## config.mk

```make
export PLATFORM = sky130hd
export DESIGN_NAME = ram_64_8_wr_ctrl
export DESIGN_NICKNAME = d
export VERILOG_FILES = /design/src/rtl/ram_64_8_pkg.sv /design/src/rtl/ram_64_8_wr_ctrl.sv
export SDC_FILE = /design/constraint.sdc
export NUM_CORES = 1
export LEC_CHECK = 0
export CAP_MARGIN = 20
export CORE_ASPECT_RATIO = 1.5
export CORE_MARGIN = 2
export CORE_UTILIZATION = 45
export CTS_BUF_LIST = sky130_fd_sc_hd__clkbuf_16
export CTS_CLUSTER_SIZE = 8
export DETAILED_ROUTE_END_ITERATION = 7
export GPL_TIMING_DRIVEN = 0
export PLACE_DENSITY = 0.77
export SKIP_LAST_GASP = 1
export SLEW_MARGIN = 15
export SYNTH_ARGS = -nofsm -noshare
export SYNTH_HDL_FRONTEND = slang
export SYNTH_SLANG_ARGS = --single-unit
export TNS_END_PERCENT = 50
```

## constraint.sdc

```tcl
create_clock -name SYS_CLK -period 4.4 [get_ports SYS_CLK]
set_input_delay 0.88 -clock SYS_CLK [delete_from_list [all_inputs] [get_ports SYS_CLK]]
set_output_delay 0.88 -clock SYS_CLK [all_outputs]
set_load 0.005 [all_outputs]
```

## src/rtl/ram_64_8_pkg.sv

```systemverilog
// Shared definitions for the 64x8 frame-buffer write controller.
// Holds the RAM geometry and the controller state encoding.
// No logic lives here; the top imports it.
package ram_64_8_pkg;

    localparam int DW    = 8;
    localparam int AW    = 6;
    localparam int DEPTH = 64;
    localparam int LEN_W = AW + 1;

    typedef enum logic [1:0] {
        FILL = 2'd0,
        HOLD = 2'd1,
        DROP = 2'd2
    } wr_state_t;

endpackage

```

## src/rtl/ram_64_8_wr_ctrl.sv

```systemverilog
// Purpose: stream bytes into a 64x8 RAM as one frame, hand it to a consumer, drop oversize frames.
// Latency: write issued one edge after beat acceptance; FRM_RDY rises one edge after the last write is issued.
// Backpressure: S_READY low only while a complete frame is held; oversize tails are accepted and discarded.
module ram_64_8_wr_ctrl #(
    parameter int DW    = ram_64_8_pkg::DW,
    parameter int AW    = ram_64_8_pkg::AW,
    parameter int DEPTH = ram_64_8_pkg::DEPTH
) (
    input  logic          SYS_CLK,
    input  logic          SYS_RST,
    input  logic [DW-1:0] S_DATA,
    input  logic          S_VALID,
    input  logic          S_LAST,
    output logic          S_READY,
    output logic [AW-1:0] C_ADDR,
    output logic [DW-1:0] C_DIN,
    output logic          C_WEN,
    output logic          FRM_RDY,
    output logic [AW:0]   FRM_LEN,
    input  logic          FRM_ACK,
    output logic          OVF_PULSE,
    output logic [7:0]    DROP_CNT
);

    import ram_64_8_pkg::*;

    // Frame length needs one more bit than the address so a full 64-byte frame fits.
    localparam int            FL_W      = AW + 1;
    // Highest writable address; reaching it without S_LAST means the frame is oversize.
    localparam logic [AW-1:0] LAST_ADDR = AW'(DEPTH - 1);

    wr_state_t     state;
    logic [AW-1:0] wptr;
    logic          beat_acc;

    assign beat_acc = S_VALID & S_READY;

    // Single FSM: owns the write port, frame handshake, drop accounting and ready.
    always_ff @(posedge SYS_CLK or posedge SYS_RST) begin
        if (SYS_RST) begin
            state     <= FILL;
            wptr      <= '0;
            S_READY   <= 1'b1;
            C_ADDR    <= '0;
            C_DIN     <= '0;
            C_WEN     <= 1'b0;
            FRM_RDY   <= 1'b0;
            FRM_LEN   <= '0;
            OVF_PULSE <= 1'b0;
            DROP_CNT  <= '0;
        end else begin
            // Write enable and overflow flag are single-cycle unless re-asserted below.
            C_WEN     <= 1'b0;
            OVF_PULSE <= 1'b0;
            case (state)
                FILL: begin
                    if (beat_acc) begin
                        C_ADDR <= wptr;
                        C_DIN  <= S_DATA;
                        C_WEN  <= 1'b1;
                        if (S_LAST) begin
                            // Last write is still in flight; FRM_RDY follows one edge later.
                            FRM_LEN <= FL_W'(wptr) + FL_W'(1);
                            state   <= HOLD;
                            S_READY <= 1'b0;
                        end else if (wptr == LAST_ADDR) begin
                            // RAM is full and the frame continues: keep pointer, discard the rest.
                            state <= DROP;
                        end else begin
                            wptr <= wptr + AW'(1);
                        end
                    end
                end
                HOLD: begin
                    if (!FRM_RDY) begin
                        FRM_RDY <= 1'b1;
                    end else if (FRM_ACK) begin
                        // Release only once the consumer has seen FRM_RDY.
                        FRM_RDY <= 1'b0;
                        wptr    <= '0;
                        state   <= FILL;
                        S_READY <= 1'b1;
                    end
                end
                DROP: begin
                    if (beat_acc && S_LAST) begin
                        OVF_PULSE <= 1'b1;
                        if (DROP_CNT != 8'hFF) begin
                            DROP_CNT <= DROP_CNT + 8'd1;
                        end
                        wptr  <= '0;
                        state <= FILL;
                    end
                end
                default: begin
                    state   <= FILL;
                    wptr    <= '0;
                    S_READY <= 1'b1;
                end
            endcase
        end
    end

endmodule

```

; ---- Yosys cells after proc, flatten, opt, wreduce, memory -nomap -nowiden
; Cells that the tools add are included.
[classes]
addsub = 3
eq_ne = 12
muxes = 25
bitwise = 2
reduce_logical = 8
[op_table]
columns = op, n
row1 = two-way mux 6 bit, 6
row2 = one-hot mux 6 bit (3 select lines), 1
row3 = inequality test 2 bit (second input constant), 7
row4 = two-way mux 2 bit, 6
row5 = two-way mux 1 bit, 10
row6 = AND reduction 5 bit, 2
row7 = adder 8 x 1 -> 8 bit (second input constant), 1
row8 = inequality test 8 bit (second input constant), 1
row9 = adder 6 x 1 -> 7 bit (second input constant), 1
row10 = adder 6 x 1 -> 6 bit (second input constant), 1
row11 = equality test 6 bit (second input constant), 1
row12 = one-hot mux 2 bit (3 select lines), 1
row13 = AND reduction 3 bit, 2
row14 = AND reduction 6 bit, 1
row15 = inequality test 3 bit (second input constant), 1
row16 = one-hot mux 1 bit (3 select lines), 1
row17 = equality test 2 x 1 -> 1 bit (second input constant), 1
row18 = equality test 2 bit (second input constant), 1
row19 = zero test 2 bit, 1
row20 = AND reduction 2 bit, 1
row21 = bitwise AND 1 bit, 1
row22 = logical AND 1 bit, 1
row23 = inverter 1 bit, 1
[word_totals]
register_bits = 41
output_inout_bits = 33

; ---- Longest topological paths before layout
[logic_depth]
word_depth = 5
ltp_mapped = 8

; ---- Worst setup path before layout
; OpenSTA, ideal clock, no wires.
[synth_timing]
kind = input to register
from = input FRM_ACK
to = register wptr[3]
arrival_ns = 1.744
required_ns = 4.305
path_slack_ns = 2.561
cell_stages = 5
path_cell_list = and2_1 o2111ai_1 o211a_4 nand2b_4 o31ai_1
[synth_between]
elab_chain_cells = 2
[synth_lines]
columns = item, line
row1 = "start, declared", ram_64_8_wr_ctrl.sv:20  ; input logic FRM_ACK,
row2 = inequality test 2 bit (no line), -
row3 = AND reduction 6 bit (no line), -
row4 = "end signal, assigned", ram_64_8_wr_ctrl.sv:70  ; wptr <= wptr + AW'(1);
row5 = "end, declared", ram_64_8_wr_ctrl.sv:33  ; logic [AW-1:0] wptr;
; Every way passes these cells.
; A chain may end at the register's enable or synchronous reset.

; ---- Final worst setup path
[layout_timing]
from = register S_READY
to = output S_READY
[layout_lines]
columns = item, line
row1 = "start, declared", ram_64_8_wr_ctrl.sv:14  ; output logic S_READY,
row2 = "start signal, assigned", ram_64_8_wr_ctrl.sv:43  ; S_READY <= 1'b1;
row3 = "start signal, assigned", ram_64_8_wr_ctrl.sv:65  ; S_READY <= 1'b0;
row4 = "start signal, assigned", ram_64_8_wr_ctrl.sv:82  ; S_READY <= 1'b1;
; No word-level cell between the ends.

==> results.ini <==
[timing]
slew_headroom=0.7555
final.setup.worst_slack_ns=2.119
rsz_0062_raised_after_global_routing=false
clock-skew-final_ns=0.006853
timing.final.hold_violations=0
tightestPinTransition_ns=0.3629
finalCritPeriodShare=0.5185
finalSetupViolCount=0
fin_tns_setup_ns=0
min_clock_period_post_route_ns=2.281
final_max_slew_viol_count=0
max_freq_mhz=438.3

[die]
die-area_um2=4590
rows=28
ios=46
core_region_area_um2=3924
effective_utilization_at_floorplan=0.4649
die_height_um=81.98
dieWidth_um=55.99

[cells_and_area]
drive_gt1_frac=0.1724
multi_input_area_um2=750.7
final_nets=218
sequential_cell_area_um2=1027
finalCoreUtilization=0.6400
antenna_cells_inserted=0
final.fill_count=313
syn_to_final_growth_pct=37.65
layout.cell_area.non_filler_um2=2511
finish.cell_count_without_fillers=248

[placement]
place_hpwl_um=2765
port-buffer-count=45
place_area_um2=2351
finalWeightedCongestion=0.7904
dpl.cell_count=241
place_worst_setup_slack_ns=1.890

[worst_setup_path]
setup.worst_path.start_class=flop
crit_path_end_kind=output port
critical_path.max_stage_delay_ns=0.60
critical_path_arrival_ns=1.40
path_max_fanout=8
critical_path.slowest_cell=dfstp_2
critical_path_cell_by_cell=clkdlybuf4s50_1
crit_type=reg2out
cpLargestDelayFamily=flip-flops
crit_required_ns=3.52
cp.buffers_inverters=1

[yosys]
synth-edff-count=0
ys_seq_elements=41
yosys.cell_count.top_type=dfrtp_1
synth.yosys.warnings=0
synthesis.area_per_instance_um2=12.16
ys_types=38
synth_ff_type=dfrtp_1
asyncSetResetFlopFracSynth=1.000
post-synth-top-area-fraction=0.5487
largest_cells_by_area_after_synthesis=dfrtp_1, mux2_2, mux2_1
post_synth_instance_area_um2=1824
synth_cells=150
synth.net_count=165
top_post_synthesis_cells_by_count=dfrtp_1, nand2_1, mux2_2, mux2_1
netlist.top_cell.by_area=dfrtp_1
synth-seq-area-share=0.5631

[clock_network]
tritoncts=yes
tritoncts_num_sinks=41
post_cts_hold_buffer_count=0
cts_resized=0
cts-htree-levels=2
clkTransAtPathRegs_ns=0.05
cts_max_path_buffers=2
cts-root-buf=clkbuf_16
clock_insertion_delay_worst_skew_ns=0.28
number_of_buffers_inserted_during_clock_tree_synthesis=5
number_of_setup_buffers_added_after_cts=0

[grt]
track_usage=0.1850
grt_first_pass_wirelength_um=6520
grt_pass1_vias=1465
grt_antenna_before_repair=0
globalRoute.totalOverflow=0
grt_max_degree=36

[route]
post_drt_wl_per_cell_um=15.67
drc_errors=0
drt_wl_total_um=3887
viasPerCell=5.331
drt_pass_1_iters=5
vias=1322
postRouteAntennaNets=0
initialDrtViolationCount=21

[run_status]
run_status=finished clean

[power_and_ir_drop]
static_power_due_to_leakage_nw=1.098
power_density_nw_per_um2=548.5
vdd.ir_drop.worst_v=0.0003866

[flow_run]
maxCapViolations=0

[hold_path]
timing.hold.worst.class=reg2reg

kinds of logic (layout without fill, tap and decap cells):
logic type,Yosys count,count (layout),synth area share
flops,41,41,0.5631
buf+inv,7,60,0.02537
mux,17,17,0.1049
simple gates,46,46,0.1461
xor+xnor,12,12,0.05761
compound gates,25,25,0.08917
fa+ha+maj,2,2,0.01372
state kept, by name (all words and copies together), names as in the netlist:
signal / cells
FRM_RDY: 1
wptr: 6
S_READY: 1
FRM_LEN: 7
C_ADDR: 6
C_WEN: 1
DROP_CNT: 8
state: 2
OVF_PULSE: 1
C_DIN: 8
cell type report:
cell class	instances	share of cell area
clock buffer	5	0.04983
multi-input combinational	102	0.2990
buffer	5	0.01545
timing repair buffer	46	0.1873
clock inverter	2	0.01395
sequential	41	0.4091
tap	45	0.02242
inverter	2	0.002990
worst paths after layout:
path / cells after the start / start / slack [ns] / endpoint
max: 1 / S_READY$_DFFE_PP1P_ / 2.12 / S_READY
min: 1 / C_DIN[3]$_DFFE_PP0P_ / 0.49 / C_DIN[3]$_DFFE_PP0P_
max reg2reg: 6 / wptr[0]$_DFFE_PP0P_ / 2.47 / wptr[3]$_DFFE_PP0P_
min reg2reg: 1 / C_DIN[3]$_DFFE_PP0P_ / 0.49 / C_DIN[3]$_DFFE_PP0P_
max in group asynchronous: 3 / SYS_RST / 3.10 / S_READY$_DFFE_PP1P_
min in group asynchronous: 2 / SYS_RST / 0.81 / DROP_CNT[4]$_DFFE_PP0P_
per-stage QoR:
| step | total power [mW] | hold slack [ns] |
|---|---|---|
| after floorplan | 0.7499 | 0.4733 |
| after global placement | 0.9571 | 0.4663 |
| after detailed placement | 0.9808 | 0.4799 |
| after CTS | 1.388 | 0.4925 |
| after global routing | 1.442 | 0.5000 |
| final | 1.377 | 0.4877 |
power by group:
group,leakage [nW],internal (mW),switching (mW)
logic,0.489,0.255,0.170
clock network,0.0797,0.263,0.137
registers,0.530,0.479,0.0738
placed cells by master, fill, tap and decap left out, types with 6 or more instances in the layout:
cell,count
clkdlybuf4s50_1,45
dfrtp_1,40
nand2_1,14
mux2_2,9
mux2_1,8
o21ai_0,7
xnor2_1,7
o21ai_1,7
nand3_1,6
nor2_1,6
metal layers:
metal  track usage  vias up  part of all wire
met3       0.04567        8             0.050
met4       0.08810        0             0.021
met1        0.1861      646              0.38
li1              -      632                 -
met2        0.3541       36              0.55
met5             0        -                 0
Note: power is estimated with default switching activity, not from simulation.
